<file path="config.mk">
export PLATFORM = sky130hd
export DESIGN_NAME = ysyx_24100006_wb_arb
export DESIGN_NICKNAME = d
export VERILOG_FILES = /design/src/rtl/ysyx_24100006_pkg.sv /design/src/rtl/ysyx_24100006_wb_scoreboard.sv /design/src/rtl/ysyx_24100006_wb_arb.sv
export SDC_FILE = /design/constraint.sdc
export NUM_CORES = 1
export LEC_CHECK = 0
export BUFFER_PORTS_ARGS = -buffer_cell sky130_fd_sc_hd__buf_2
export CAP_MARGIN = 25
export CORE_MARGIN = 4
export CORE_UTILIZATION = 45
export CTS_BUF_LIST = sky130_fd_sc_hd__clkbuf_4 sky130_fd_sc_hd__clkbuf_8 sky130_fd_sc_hd__clkbuf_16
export DETAILED_ROUTE_END_ITERATION = 8
export PLACE_DENSITY_LB_ADDON = 0.3
export SYNTH_ARGS = -nofsm -noshare
export SYNTH_HDL_FRONTEND = slang
export SYNTH_HIERARCHICAL = 1
export SYNTH_SLANG_ARGS = --single-unit
</file>
<file path="constraint.sdc">
create_clock -name clk -period 4 [get_ports clk]
set_clock_uncertainty 0.05 [all_clocks]
set_input_delay 0.4 -clock clk [delete_from_list [all_inputs] [get_ports clk]]
set_output_delay 0.4 -clock clk [all_outputs]
set_load 0.01 [all_outputs]
</file>
<file path="src/rtl/ysyx_24100006_pkg.sv">
// Shared definitions for the register-file write-port arbiter.
// Includes the grant encoding, the priority policy values and the default widths.
package ysyx_24100006_pkg;

    localparam int DEF_XLEN   = 32;
    localparam int DEF_GPR_AW = 4;
    localparam int DEF_CSR_AW = 12;

    localparam int PRIO_RR   = 0;
    localparam int PRIO_LONG = 1;

    typedef logic [1:0] gnt_t;

    localparam gnt_t GNT_NONE = 2'd0;
    localparam gnt_t GNT_P    = 2'd1;
    localparam gnt_t GNT_L    = 2'd2;

endpackage

</file>
<file path="src/rtl/ysyx_24100006_wb_scoreboard.sv">
// Pending long-unit write bitmap read by IDU for hazard stalls.
// When a register is set and cleared in the same cycle, the set wins, because a newer op was dispatched.
module ysyx_24100006_wb_scoreboard
    import ysyx_24100006_pkg::*;
#(
    parameter int GPR_AW = DEF_GPR_AW
) (
    input  logic                     clk,
    input  logic                     reset,
    input  logic                     sb_set,
    input  logic [GPR_AW-1:0]        sb_addr,
    input  logic                     clr,
    input  logic [GPR_AW-1:0]        clr_addr,
    output logic [(2**GPR_AW)-1:0]   gpr_busy
);

    localparam int NREG = 2**GPR_AW;

    logic [NREG-1:0] set_mask;
    logic [NREG-1:0] clr_mask;
    logic [NREG-1:0] busy_next;

    always_comb begin
        set_mask = '0;
        clr_mask = '0;
        if (sb_set) set_mask[sb_addr] = 1'b1;
        if (clr)    clr_mask[clr_addr] = 1'b1;
        busy_next    = (gpr_busy & ~clr_mask) | set_mask;
        busy_next[0] = 1'b0;
    end

    always_ff @(posedge clk or negedge reset) begin
        if (!reset) gpr_busy <= '0;
        else        gpr_busy <= busy_next;
    end

endmodule

</file>
<file path="src/rtl/ysyx_24100006_wb_arb.sv">
// Arbitrates the single GPR/CSR write port between the retire path (P) and the long unit (L).
// The winning write is registered one cycle after its handshake.
module ysyx_24100006_wb_arb
    import ysyx_24100006_pkg::*;
#(
    parameter int XLEN      = DEF_XLEN,
    parameter int GPR_AW    = DEF_GPR_AW,
    parameter int CSR_AW    = DEF_CSR_AW,
    parameter int PRIO_MODE = PRIO_RR
) (
    input  logic                     clk,
    input  logic                     reset,
    input  logic                     p_valid,
    output logic                     p_ready,
    input  logic                     p_gpr_we,
    input  logic [GPR_AW-1:0]        p_gpr_addr,
    input  logic [XLEN-1:0]          p_gpr_data,
    input  logic                     p_csr_we,
    input  logic [CSR_AW-1:0]        p_csr_addr,
    input  logic [XLEN-1:0]          p_csr_data,
    input  logic                     l_valid,
    output logic                     l_ready,
    input  logic [GPR_AW-1:0]        l_addr,
    input  logic [XLEN-1:0]          l_data,
    input  logic                     sb_set,
    input  logic [GPR_AW-1:0]        sb_addr,
    output logic                     rf_gpr_we,
    output logic [GPR_AW-1:0]        rf_gpr_addr,
    output logic [XLEN-1:0]          rf_gpr_data,
    output logic                     rf_csr_we,
    output logic [CSR_AW-1:0]        rf_csr_addr,
    output logic [XLEN-1:0]          rf_csr_data,
    output logic [(2**GPR_AW)-1:0]   gpr_busy
);

    gnt_t grant;
    gnt_t last_grant;

    logic              gpr_we_p1;
    logic [GPR_AW-1:0] gpr_addr_p1;
    logic [XLEN-1:0]   gpr_data_p1;
    logic              csr_we_p1;
    logic [CSR_AW-1:0] csr_addr_p1;
    logic [XLEN-1:0]   csr_data_p1;

    // No grant while reset is held, so that a request in flight is dropped and not accepted.
    always_comb begin
        grant = GNT_NONE;
        if (reset) begin
            if (p_valid && l_valid)
                grant = (PRIO_MODE == PRIO_LONG || last_grant == GNT_P) ? GNT_L : GNT_P;
            else if (p_valid)
                grant = GNT_P;
            else if (l_valid)
                grant = GNT_L;
        end
    end

    assign p_ready = (grant == GNT_P);
    assign l_ready = (grant == GNT_L);

    // Stage p1: registered write, with the write enables asserted for exactly one cycle.
    always_ff @(posedge clk or negedge reset) begin
        if (!reset) begin
            last_grant  <= GNT_P;
            gpr_we_p1   <= 1'b0;
            gpr_addr_p1 <= '0;
            gpr_data_p1 <= '0;
            csr_we_p1   <= 1'b0;
            csr_addr_p1 <= '0;
            csr_data_p1 <= '0;
        end else begin
            gpr_we_p1 <= 1'b0;
            csr_we_p1 <= 1'b0;
            if (grant != GNT_NONE) last_grant <= grant;
            if (grant == GNT_P) begin
                gpr_we_p1   <= p_gpr_we & (p_gpr_addr != '0);
                gpr_addr_p1 <= p_gpr_addr;
                gpr_data_p1 <= p_gpr_data;
                csr_we_p1   <= p_csr_we;
                if (p_csr_we) begin
                    csr_addr_p1 <= p_csr_addr;
                    csr_data_p1 <= p_csr_data;
                end
            end else if (grant == GNT_L) begin
                gpr_we_p1   <= (l_addr != '0);
                gpr_addr_p1 <= l_addr;
                gpr_data_p1 <= l_data;
            end
        end
    end

    assign rf_gpr_we   = gpr_we_p1;
    assign rf_gpr_addr = gpr_addr_p1;
    assign rf_gpr_data = gpr_data_p1;
    assign rf_csr_we   = csr_we_p1;
    assign rf_csr_addr = csr_addr_p1;
    assign rf_csr_data = csr_data_p1;

    ysyx_24100006_wb_scoreboard #(
        .GPR_AW (GPR_AW)
    ) u_scoreboard (
        .clk      (clk),
        .reset    (reset),
        .sb_set   (sb_set),
        .sb_addr  (sb_addr),
        .clr      (grant == GNT_L),
        .clr_addr (l_addr),
        .gpr_busy (gpr_busy)
    );

endmodule

</file>
# Word-level counts from Yosys, hierarchy flattened
# Index checks and enable logic that the tools add are counted.
[word_totals]
reg_bits = 99
in_bits = 127
out_inout_bits = 100
[op_classes]
n_lt_le_gt_ge = 4
eq_ne = 3
muxes = 18
bitwise_logic = 4
n_reduce_logical = 8
[ops]
columns = ["cell", "n"]
rows = [
  ["32-bit two-way mux", 2],
  ["16-bit two-way mux", 2],
  ["16-bit bitwise AND", 1],
  ["16-bit inverter", 1],
  ["16-bit bitwise OR", 1],
  ["4-bit by 5-bit < comparator with 1-bit output, second input constant", 2],
  ["2-bit two-way mux", 5],
  ["1-bit demux with 4-bit select", 2],
  ["4-bit by 1-bit greater-or-equal comparator with 1-bit output, second input constant", 2],
  ["4-bit two-way mux", 2],
  ["4-bit nonzero test", 2],
  ["1-bit two-way mux", 5],
  ["2-bit by 1-bit == test with 1-bit output, second input constant", 2],
  ["2-bit nonzero test", 2],
  ["1-bit logical AND", 3],
  ["2-bit == test, second input constant", 1],
  ["2-bit AND reduction", 1],
  ["1-bit bitwise AND", 1],
]

# Longest topological paths before layout
[depth]
ltp_word = 9
ltp_mapped = 9

# Hierarchy
# The synthesis kept the hierarchy.
[modules_own_cells]
columns = ["module", "n_inst", "cells_each", "area_per_inst_um2"]
rows = [
  ["ysyx_24100006_wb_arb", 1, 273, 3601.0],
  ["ysyx_24100006_wb_scoreboard", 1, 63, 641.9],
]

# Worst setup path before layout
# Ideal clock, no wire load.
[synth_path]
kind = "reg2reg"
startpoint = "reg last_grant[0]"
endpoint = "reg csr_data_p1[23] (netlist: rf_csr_data[23])"
setup_time_ps = 125
arrival_ps = 1914
required_time_ps = 3825
slack_ps = 1912
stages_incl_launch_ff = 9
path_buffers = 2
synth_period_minus_slack_ps = 2088
cell_sequence = "dfstp_2 -> nand2b_1 -> o211ai_1 -> inv_1 -> ha_1 -> buf_4 -> nand2_4 -> buf_6 -> mux2_2"
[synth_between]
elab_chain_cells = 6
[synth_rtl]
columns = ["item", "line", "text"]
rows = [
  ["start: declaration", "ysyx_24100006_wb_arb.sv:37", "gnt_t last_grant;"],
  ["start signal: assignment", "ysyx_24100006_wb_arb.sv:75", "if (grant != GNT_NONE) last_grant <= grant;"],
  ["2-bit by 1-bit == test with 1-bit output", "ysyx_24100006_wb_arb.sv:51", "grant = (PRIO_MODE == PRIO_LONG || last_grant == GNT_P) ? GNT_L : GNT_P;"],
  ["2-bit two-way mux", "ysyx_24100006_wb_arb.sv:51", ""],
  ["2-bit two-way mux", "ysyx_24100006_wb_arb.sv:50", "if (p_valid && l_valid)"],
  ["2-bit two-way mux", "ysyx_24100006_wb_arb.sv:49", "if (reset) begin"],
  ["via grant[0]", "ysyx_24100006_wb_arb.sv:36", "gnt_t grant;"],
  ["2-bit by 1-bit == test with 1-bit output", "-", ""],
  ["via p_ready", "ysyx_24100006_wb_arb.sv:14", "output logic p_ready,"],
  ["2-bit AND reduction (no source line)", "-", ""],
  ["end signal: assignment", "ysyx_24100006_wb_arb.sv:83", "csr_data_p1 <= p_csr_data;"],
  ["end: declaration", "ysyx_24100006_wb_arb.sv:44", "logic [XLEN-1:0] csr_data_p1;"],
]
# The timed path passes the listed nets, and every way through them passes these cells.
# A chain may end at the register's enable or synchronous reset.

# Final worst setup path
[layout_path]
startpoint = "in reset"
endpoint = "out p_ready"
[layout_between]
elab_chain_cells = 2
[layout_rtl]
columns = ["item", "line", "text"]
rows = [
  ["start: declaration", "ysyx_24100006_wb_arb.sv:12", "input logic reset,"],
  ["2-bit two-way mux", "ysyx_24100006_wb_arb.sv:49", ""],
  ["via grant[0]", "ysyx_24100006_wb_arb.sv:36", ""],
  ["2-bit by 1-bit == test with 1-bit output", "ysyx_24100006_wb_arb.sv:59", "assign p_ready = (grant == GNT_P);"],
  ["end: declaration", "ysyx_24100006_wb_arb.sv:14", ""],
]
# The timed path passes the listed nets, and every way through them passes these cells.

==> results.yml <==
route:
  ant_nets: 0
  wl_met3_um: 961
  wl_mm: 10.5
  viasPerCell: 5.03
  routed.top_layer: "met4"
  drt-met1-wl_mm: 4.18
  drc: 0
  dr.first_iter.drc_count: 133
  routedWlPerCell_um: 15.6
  vias: 3383
  dr_wl_met2_mm: 5.21
  drt_pre_antenna_iters: 4
floorplanning:
  die_y_um: 105
  coreArea_mm2: 0.00920
  boundaryPins: 227
  dieArea_mm2: 0.0110
  die_width_um: 105
  rows: 35
  start_util: 0.461
global_routing:
  grt_overflow_total: 0
  antenna_found_initial: 0
  grt_pass1_wl_mm: 16.5
  grtUsageTotal: 0.186
  grt_pass1_vias: 3397
  grt_max_degree: 73
sta:
  fin_tns_setup_ns: 0
  setup_slack_ns: 0.778
  slew_violations: 0
  slew_headroom: 0.548
  setup_violations: 0
  max_freq_ghz: 0.310
  tightest_slew_ns: 0.678
  finalHoldViolCount: 0
  finalCriticalPeriod_ns: 3.22
  hold_slack_ns: 0.226
  fin_crit_sh: 0.806
  grt_setup_unrepaired: "no"
placement:
  pre_cts_slack_ns: 1.15
  place_hpwl_mm: 8.03
  io_buffers: 225
  gp_congestion: 0.861
outcome:
  status: "completed"
power:
  p_leak_nw: 2.76
  p_per_area_mw_per_mm2: 495
  ir_drop_uv: 268
  total_power_w: 0.00276
critical_path:
  r2r_slack_ns: 1.70
  critPathKind: "in2out"
  crit_fanout: 47
  cp_data_required_time_ns: 3.55
  critPathLaunchType: "input port"
  crit_arrival_ns: 2.77
  critPathCaptureType: "primary output"
clock_network:
  cts_max_level: 3
  worstSkewPairLatency_ns: 0.34
  cts_tree: "built"
  cts_buffer_depth: 2
  cts_inserted_buffers: 9
  cts_resized: 0
  cts.sinks: 99
  clockRootBuffer: "clkbuf_8"
  post-cts-setup-buffers: 0
  clk_pin_slew_worst_paths_ns: 0.10
yosys:
  synth_area_mm2: 0.00424
  syn_inst: 336
  postSynthAreaPerCell_um2: 12.6
  synth_nets: 466
  ys_types: 31
  yosysSeqAreaShare: 0.584
  ys_seq_elements: 99
  ys_warn_count: 6
worst_hold_path:
  hold_class: "in2reg"
finish:
  areaGrowthSynthToFinish_pct: 31.6
  diodes: 0
  nets: 688
  post_route_cells_drive_above_1_share: 0.523
flow_run:
  maxCapViolations: 0
==> cell usage in the layout, fill, tap and decap left out, types with 4 or more instances in the layout <==
cell type  synthesis  routed
buf_2              1     224
dfrtp_1           98      98
mux2i_1           36      36
nor2_1            36      36
a21oi_1           36      36
mux2_2            31      31
o21ai_0           25      25
mux2_4            13      13
clkbuf_8           0      10
o21ai_1            7       7
nand2_1            6       6
nand2b_1           5       5
inv_1              4       4
nand3b_1           4       4
==> worst paths after layout <==
path	startpoint	endpoint	cells after the start
min in group asynchronous	reset	rf_gpr_data[14]	2
max in group asynchronous	reset	rf_csr_addr[3]	3
min reg2reg	last_grant[0]	last_grant[0]	2
max	reset	p_ready	7
max reg2reg	last_grant[0]	rf_csr_data[23]	6
min	p_csr_addr[5]	rf_csr_addr[5]	2
==> layer usage <==
metal	GRT usage	vias up
met5	0	-
met1	0.216	1604
li1	-	1615
met3	0.0655	11
met4	0.0609	0
met2	0.320	153
==> final cells by class <==
class | instances | area, um^2
fillers | 795 | 3610
flip-flops and latches | 99 | 2480
multi-input cells | 215 | 1600
repair buffers | 229 | 1170
well taps | 111 | 139
clock buffers | 10 | 138
clock inverters | 5 | 40.0
inverters | 4 | 15.0
==> power by group <==
part	internal, W	switching (W)
combinational	0.000398	0.000427
sequential	0.00124	0.000121
clock	0.000242	0.000334
==> registers in the layout, indices dropped and copies added, names as in the netlist <==
name,count
rf_gpr_data,32
last_grant,2
rf_gpr_addr,4
rf_csr_data,32
rf_csr_we,1
rf_csr_addr,12
u_scoreboard/gpr_busy,15
rf_gpr_we,1
==> Yosys cell counts <==
library cell,count,area [um^2]
dfrtp_1,98,2450
a21oi_1,36,180
mux2i_1,36,360
nor2_1,36,135
mux2_2,31,349
o21ai_0,25,125
mux2_4,13,195
clkbuf_1,7,26.3
o21ai_1,7,35.0
nand2_1,6,22.5
nand2b_1,5,31.3
buf_6,4,45.0
inv_1,4,15.0
nand3b_1,4,30.0
buf_4,3,22.5
ha_1,3,37.5
buf_12,2,40.0
nand3_1,2,10.0
or2_2,2,12.5
a21o_1,1,7.51
buf_2,1,5.00
buf_8,1,15.0
conb_1,1,3.75
dfstp_2,1,26.3
nand2_4,1,11.3
nor4_1,1,6.26
o211ai_1,1,7.51
o22ai_1,1,6.26
o41ai_1,1,8.76
or3b_1,1,8.76
or3b_4,1,11.3
==> critical path: stages <==
cell,delay (ns)
dlygate4sd3_1,0.52
buf_4,0.47
o211ai_1,0.28
inv_1,0.11
ha_2,0.21
buf_4,0.50
buf_2,0.25
==> per-stage QoR <==
| step | std cells | instance area (um^2) | util |
|---|---|---|---|
| 2_1_floorplan | 336 | 4240 | - |
| 3_3_place_gp | 656 | 5380 | 0.585 |
| 3_5_place_dp | 656 | 5380 | 0.585 |
| 4_1_cts | 672 | 5560 | 0.605 |
| 5_1_grt | 673 | 5580 | 0.607 |
| 6_report | 673 | 5580 | 0.607 |
==> logic make-up (layout without fill, tap and decap cells) <==
logic type	Yosys count	in the layout	synth area share
flip-flops	99	99	0.584
adder cells (fa/ha/maj)	3	3	0.00885
AO/OA/AOI/OAI	72	72	0.0873
multiplexers	80	80	0.213
buffers and inverters	22	248	0.0398
AND/OR/NAND/NOR	59	59	0.0658
other	1	1	0.000884
==> repair_timing <==
item | 4_1_cts | 5_1_grt
hold endpoints to repair | 9 | 0
endpoints found under the setup margin | 0 | 0
hold buffers | 1 | 0
Power figures use the tool's default switching activity.
